## src/rtl/writereg_encoder_pkg.sv

```systemverilog
// Shared definitions for the register-file write-index encoder.
//   NREG       : number of request lines / registers (power of two)
//   IDX_W      : register index width, log2(NREG)
//   reg_idx_t  : register index
//   reg_mask_t : one bit per register
//   reg_cnt_t  : population count of a reg_mask_t, range 0..NREG
package writereg_pkg;

  localparam int unsigned NREG  = 32;
  localparam int unsigned IDX_W = 5;

  typedef logic [IDX_W-1:0] reg_idx_t;
  typedef logic [NREG-1:0]  reg_mask_t;
  typedef logic [IDX_W:0]   reg_cnt_t;

endpackage

```

## src/rtl/writereg_encoder_if.sv

```systemverilog
// Index handshake between the write-index encoder and the register file's
// write-select decoder.
//   ctrl_writeReg : issued register index
//   enc_valid     : ctrl_writeReg holds an issued index
//   enc_ready     : consumer accepts the index this cycle
// Modports: master = encoder side, slave = consumer side.
interface writereg_encoder_if;
  import writereg_pkg::*;

  reg_idx_t ctrl_writeReg;
  logic     enc_valid;
  logic     enc_ready;

  modport master (output ctrl_writeReg, output enc_valid, input enc_ready);
  modport slave  (input ctrl_writeReg, input enc_valid, output enc_ready);

endinterface

```

## src/rtl/writereg_encoder_rr_find_first.sv

```systemverilog
// Round-robin first-set-bit finder.
//   mask  : candidate bits
//   ptr   : scan start position; scan goes upward and wraps NREG-1 -> 0
//   sel   : first set bit found at or after ptr
//   found : mask has at least one bit set
module rr_find_first
  import writereg_pkg::*;
(
  input  reg_mask_t mask,
  input  reg_idx_t  ptr,
  output reg_idx_t  sel,
  output logic      found
);

  reg_idx_t idx;

  always_comb begin
    sel   = '0;
    found = 1'b0;
    idx   = '0;
    for (int unsigned i = 0; i < NREG; i++) begin
      // IDX_W-bit addition wraps modulo NREG since NREG is a power of two
      idx = ptr + reg_idx_t'(i);
      if (!found && mask[idx]) begin
        sel   = idx;
        found = 1'b1;
      end
    end
  end

endmodule

```

## src/rtl/writereg_encoder.sv

```systemverilog
// Register-file write-index encoder: collects per-register write requests
// and issues them one at a time as a register index over a valid/ready
// handshake, arbitrating round-robin among pending requests.
//   clock      : rising-edge clock
//   reset_n    : synchronous active-low reset
//   req_in     : per-register write request pulses (any number per cycle)
//   enc        : index handshake (master side)
//   pending    : requests captured but not yet loaded into the output stage
//   pend_count : population count of pending
// Build option: WRITEREG_ENC_SKIP_R0_EN masks req_in[0] so register 0 is
// never pending, issued or counted.
module writereg_encoder
  import writereg_pkg::*;
(
  input  logic                      clock,
  input  logic                      reset_n,
  input  reg_mask_t                 req_in,
  writereg_encoder_if.master        enc,
  output reg_mask_t                 pending,
  output reg_cnt_t                  pend_count
);

  reg_mask_t pending_q, pending_d;
  reg_mask_t req_eff;
  reg_mask_t load_mask;
  reg_idx_t  ctrl_q, ctrl_d;
  reg_idx_t  ptr_q, ptr_d;
  reg_idx_t  sel;
  logic      valid_q, valid_d;
  logic      found;
  logic      load;
  reg_cnt_t  count_q, count_d;

  // Selection looks at registered pending only, so a request is never
  // selectable in the cycle it arrives.
  rr_find_first u_find (
    .mask  (pending_q),
    .ptr   (ptr_q),
    .sel   (sel),
    .found (found)
  );

  always_comb begin
    req_eff = req_in;
`ifdef WRITEREG_ENC_SKIP_R0_EN
    req_eff[0] = 1'b0;
`else
`endif
  end

  always_comb begin
    load      = found & (~valid_q | enc.enc_ready);
    load_mask = '0;
    ctrl_d    = ctrl_q;
    valid_d   = valid_q;
    ptr_d     = ptr_q;

    if (load) begin
      load_mask[sel] = 1'b1;
      ctrl_d         = sel;
      valid_d        = 1'b1;
      ptr_d          = sel + reg_idx_t'(1);
    end else if (valid_q & enc.enc_ready) begin
      // Transfer with nothing left to load; index keeps its last value.
      valid_d = 1'b0;
    end

    // Set wins over clear: a re-request of the index being loaded stays pending.
    pending_d = (pending_q & ~load_mask) | req_eff;

    count_d = '0;
    for (int unsigned i = 0; i < NREG; i++) begin
      count_d = count_d + reg_cnt_t'(pending_d[i]);
    end
  end

  always_ff @(posedge clock) begin
    if (!reset_n) begin
      pending_q <= '0;
      ctrl_q    <= '0;
      valid_q   <= 1'b0;
      ptr_q     <= '0;
      count_q   <= '0;
    end else begin
      pending_q <= pending_d;
      ctrl_q    <= ctrl_d;
      valid_q   <= valid_d;
      ptr_q     <= ptr_d;
      count_q   <= count_d;
    end
  end

  assign enc.ctrl_writeReg = ctrl_q;
  assign enc.enc_valid     = valid_q;
  assign pending           = pending_q;
  assign pend_count        = count_q;

endmodule

```

## src/flat_wrapper.sv

```systemverilog
// flat-port wrapper written by rule: the top's interface ports become plain ports
module writereg_encoder_flat import writereg_pkg::*;
  (clock, reset_n, req_in, pending, pend_count, enc_ctrl_writeReg, enc_enc_valid, enc_enc_ready);
  writereg_encoder_if enc_i ();
  input  logic clock;
  input  logic reset_n;
  input  reg_mask_t req_in;
  output reg_mask_t pending;
  output reg_cnt_t pend_count;
  output wire logic [$bits(enc_i.ctrl_writeReg)-1:0] enc_ctrl_writeReg;
  output wire logic [$bits(enc_i.enc_valid)-1:0] enc_enc_valid;
  input wire logic [$bits(enc_i.enc_ready)-1:0] enc_enc_ready;
  assign enc_ctrl_writeReg = enc_i.ctrl_writeReg;
  assign enc_enc_valid = enc_i.enc_valid;
  assign enc_i.enc_ready = enc_enc_ready;
  writereg_encoder u_core (.clock(clock), .reset_n(reset_n), .req_in(req_in), .enc(enc_i), .pending(pending), .pend_count(pend_count));
endmodule
```

## config.mk

```make
export PLATFORM = sky130hd
export DESIGN_NAME = writereg_encoder_flat
export DESIGN_NICKNAME = d
export VERILOG_FILES = /design/src/rtl/writereg_encoder_pkg.sv /design/src/rtl/writereg_encoder_if.sv /design/src/rtl/writereg_encoder_rr_find_first.sv /design/src/rtl/writereg_encoder.sv /design/src/flat_wrapper.sv
export SDC_FILE = /design/constraint.sdc
export NUM_CORES = 1
export LEC_CHECK = 0
export ABC_AREA = 1
export BUFFER_PORTS_ARGS = -buffer_cell sky130_fd_sc_hd__clkbuf_2
export CAP_MARGIN = 10
export CORE_MARGIN = 5
export CORE_UTILIZATION = 55
export CTS_BUF_LIST = sky130_fd_sc_hd__clkbuf_8 sky130_fd_sc_hd__clkbuf_16
export CTS_CLUSTER_SIZE = 40
export DETAILED_ROUTE_END_ITERATION = 10
export MAX_ROUTING_LAYER = met4
export PLACE_DENSITY = 0.79
export SLEW_MARGIN = 20
export SYNTH_ARGS = -nofsm -noshare
export SYNTH_HDL_FRONTEND = slang
export SYNTH_SLANG_ARGS = --single-unit
```

## constraint.sdc

```tcl
create_clock -name clock -period 9.9 [get_ports clock]
set_clock_uncertainty 0.05 [all_clocks]
set_input_delay 0.495 -clock clock [delete_from_list [all_inputs] [get_ports clock]]
set_output_delay 0.495 -clock clock [all_outputs]
set_load 0.1 [all_outputs]
```

==> results by group <==
Logic synthesis
  – Mean area per synthesized cell: 5.94 um2
  – Post-synth net total: 1287
  – Combined area of all synthesized cells: 0.00716 mm2
  – Leading cell type by number of instances after synthesis: sky130_fd_sc_hd__nand2_1
  – Fraction of registers with async set or reset after synthesis: 0%
  – Cell types with the highest counts after synthesis: 297 x sky130_fd_sc_hd__nand2_1, 248 x sky130_fd_sc_hd__nand3_1, 143 x sky130_fd_sc_hd__inv_1
  – Number of different library cells in the post-synthesis netlist: 45
  – Fraction of synthesized cell area taken by the top area cell type: 17.3%
  – Flop and latch count out of synthesis: 49
  – Total of warnings raised by yosys: 0
  – Post-synth EDFFs: 0
  – Dominant cell type by area after synthesis: sky130_fd_sc_hd__nand3_1
  – Part of the Yosys area used for sequential elements: 13.7%
  – Top FF cell, synth: sky130_fd_sc_hd__dfxtp_1
  – Ranking of synthesized cells by area: sky130_fd_sc_hd__nand3_1 17%, sky130_fd_sc_hd__nand2_1 16%, sky130_fd_sc_hd__dfxtp_1 14%
  – Post-synthesis cell count: 1204

Place
  – Detailed Place HPWL: 21500 um
  – Post-DP Area: 0.00794 mm2
  – Final estimated routing congestion in global placement: 1.08
  – Port bufs: 78

Drt
  – Avg Vias per Cell: 5.95
  – Wire length after detailed routing: 27500 um
  – Metal-1 WL: 10700 um
  – First-pass DRT Iterations: 9
  – Drt initial violations: 1218
  – Amount of wire on met2 after detailed routing: 12000 um
  – Length of routed met3 wiring: 3050 um
  – DRC viols: 0
  – Post-detailed-route wirelength per cell: 18.2 um
  – Uppermost signal routing layer after detailed routing: met4
  – DR vias: 9013
  – Remaining antenna violation count after routing: 0

Min path
  – Start point of the worst min-delay path: req_in[29]
  – Hold Crit Class: in2reg

Critical path
  – Kind of critical path: reg2reg
  – Startpoint class of the critical path: register
  – Slowest cell on the critical path: sky130_fd_sc_hd__fa_1
  – Critical path capture point type: register
  – Crit path DAT: 9.69 ns
  – Largest fanout of any net on the critical path: 10
  – Crit Reg-Reg Startpoint: u_core.ptr_q[2]$_SDFFE_PN0P_
  – Slowest stage delay, CP: 0.57 ns
  – Data required time of the critical path: 10.04 ns
  – Launching element of the worst setup path: u_core.ptr_q[2]$_SDFFE_PN0P_

Flow run
  – Number of max-cap violations: 0

Cells and area
  – Number of nets in the final layout: 1424
  – Design area: 0.00885 mm2
  – Synthesis-to-finish area growth: 23.7%
  – Layout cell share with drive strength beyond 1: 24.5%
  – End-of-flow core utilization: 69.9%
  – Antenna Cells: 0

CTS
  – Count of hold-fix buffers inserted at cts: 0
  – Count of clock tree sinks: 49
  – Root buffer cell: sky130_fd_sc_hd__clkbuf_16
  – Total CTS buffers: 5
  – Clock latency reported for the late side of the worst-skew pair: 0.29 ns
  – Total number of H-tree levels: 2
  – CTS tree: yes
  – Clock buffer depth: 2
  – Clock-pin slew on the worst setup and hold paths: 0.07 ns

Global route
  – GRT Resource Usage Total: 36.1%
  – Antenna violations before repair: 0
  – Wire length of the first global-routing pass: 41700 um
  – Remaining global-route overflow: 0
  – Number of global-route vias before repair: 8092
  – Pin count of the biggest net entering global routing: 39

Floorplan
  – Die area: 0.0154 mm2
  – # rows: 41
  – Number of top-level design ports: 79
  – Core box area: 0.0127 mm2
  – Width of the chip: 124 um
  – Starting Density: 56.5%
  – Die height: 124 um

Timing
  – Final max-slew violation count: 0
  – Ratio of final minimum period to clock period: 96.5%
  – Worst Max-Slew Pin Slew: 1.04 ns
  – Top achievable clock speed: 105 MHz
  – Worst slew margin relative to its limit: 30.1%
  – Number of failing setup endpoints in the final timing report: 0
  – Hold violation count in the final report: 0
  – Final-layout worst hold slack: 0.385 ns
  – Tmin final: 9.55 ns

Status
  – Status: complete, no violations
==> flip-flops by register name (all words and copies together) (netlist names) <==
register	flops
u_core.pend_count	6
u_core.enc.enc_valid	1
u_core.enc.ctrl_writeReg	5
u_core.ptr_q	5
u_core.pending	32
==> area by class of cell <==
cell class | instances | area (um2)
tap | 172 | 215
fill | 1148 | 3820
sequential | 49 | 986
multi-input combinational | 953 | 5740
clock buffer | 5 | 125
inverter | 164 | 627
clock inverter | 3 | 15.0
timing repair buffer | 168 | 1150
==> cell usage in the layout (no fill, tap or decap), types with 7 or more instances in the layout <==
cell,instances
sky130_fd_sc_hd__ha_1,20
sky130_fd_sc_hd__a21oi_2,21
sky130_fd_sc_hd__buf_4,79
sky130_fd_sc_hd__a31oi_1,7
sky130_fd_sc_hd__fa_1,22
sky130_fd_sc_hd__nand4_1,29
sky130_fd_sc_hd__nand2_1,285
sky130_fd_sc_hd__nand2_2,16
sky130_fd_sc_hd__nor2_1,129
sky130_fd_sc_hd__inv_2,24
sky130_fd_sc_hd__clkbuf_2,78
sky130_fd_sc_hd__xor2_1,9
sky130_fd_sc_hd__nor2_4,13
sky130_fd_sc_hd__o21ai_0,31
sky130_fd_sc_hd__nand3_1,222
sky130_fd_sc_hd__a21oi_1,40
sky130_fd_sc_hd__nand4_4,9
sky130_fd_sc_hd__nor3_1,11
sky130_fd_sc_hd__nand3_2,29
sky130_fd_sc_hd__inv_1,135
sky130_fd_sc_hd__dfxtp_1,45
==> critical path, delay by kind of cell (launching register included) <==
| family | cells | cell delay [ns] |
|---|---|---|
| DFF | 1 | 0.34 |
| adders and majority gates | 10 | 4.02 |
| AOI/OAI and AO/OA | 5 | 0.57 |
| and+or+nand+nor | 29 | 3.48 |
| buffers and inverters | 12 | 0.93 |
==> per-layer routing <==
metal	up-vias	global-route usage [%]
met5	-	-
met4	0	17.5
met3	126	6.86
met2	602	54.9
met1	4057	46.2
li1	4228	-
==> kinds of logic (layout without fill, tap and decap cells) <==
| family | after synthesis | in the layout | share of synthesized area [%] |
|---|---|---|---|
| AND/OR/NAND/NOR | 764 | 764 | 50.7 |
| buffers and inverters | 202 | 340 | 11.8 |
| AO/OA/AOI/OAI | 124 | 124 | 10.4 |
| flip-flops | 49 | 49 | 13.7 |
| adder cells (fa/ha/maj) | 48 | 48 | 10.9 |
| XOR/XNOR | 17 | 17 | 2.55 |
==> path summary, 6_finish.rpt <==
check                                                                 to  slack (ns)  cells after the start
worst max-delay path                     u_core.pend_count[4]$_SDFF_PN0_        0.35                     56
worst min-delay path                       u_core.pending[29]$_SDFF_PN0_        0.39                      3
worst max register to register           u_core.pend_count[4]$_SDFF_PN0_        0.35                     56
worst min register to register  u_core.enc.ctrl_writeReg[2]$_SDFFE_PN0P_        0.42                      2
==> repair_timing <==
action / 4_1_cts / 5_1_grt
buffers inserted: 5 / 35
endpoints found under the setup margin: 1 / 6
gates resized for setup: 5 / 109
pin swaps: 5 / 33
==> metrics by stage <==
stage          instances  setup slack, ns  setup TNS (ns)
2_1_floorplan       1204            0.166               0
3_3_place_gp        1466           0.0207               0
3_5_place_dp        1466           -0.105          -0.105
4_1_cts             1479          0.00940               0
5_1_grt             1514          -0.0970          -0.123
6_report            1514            0.345               0
Power is left out: the tool's default activity adds up to more than one toggle a clock period on the data nets, which glitch-free logic cannot reach.
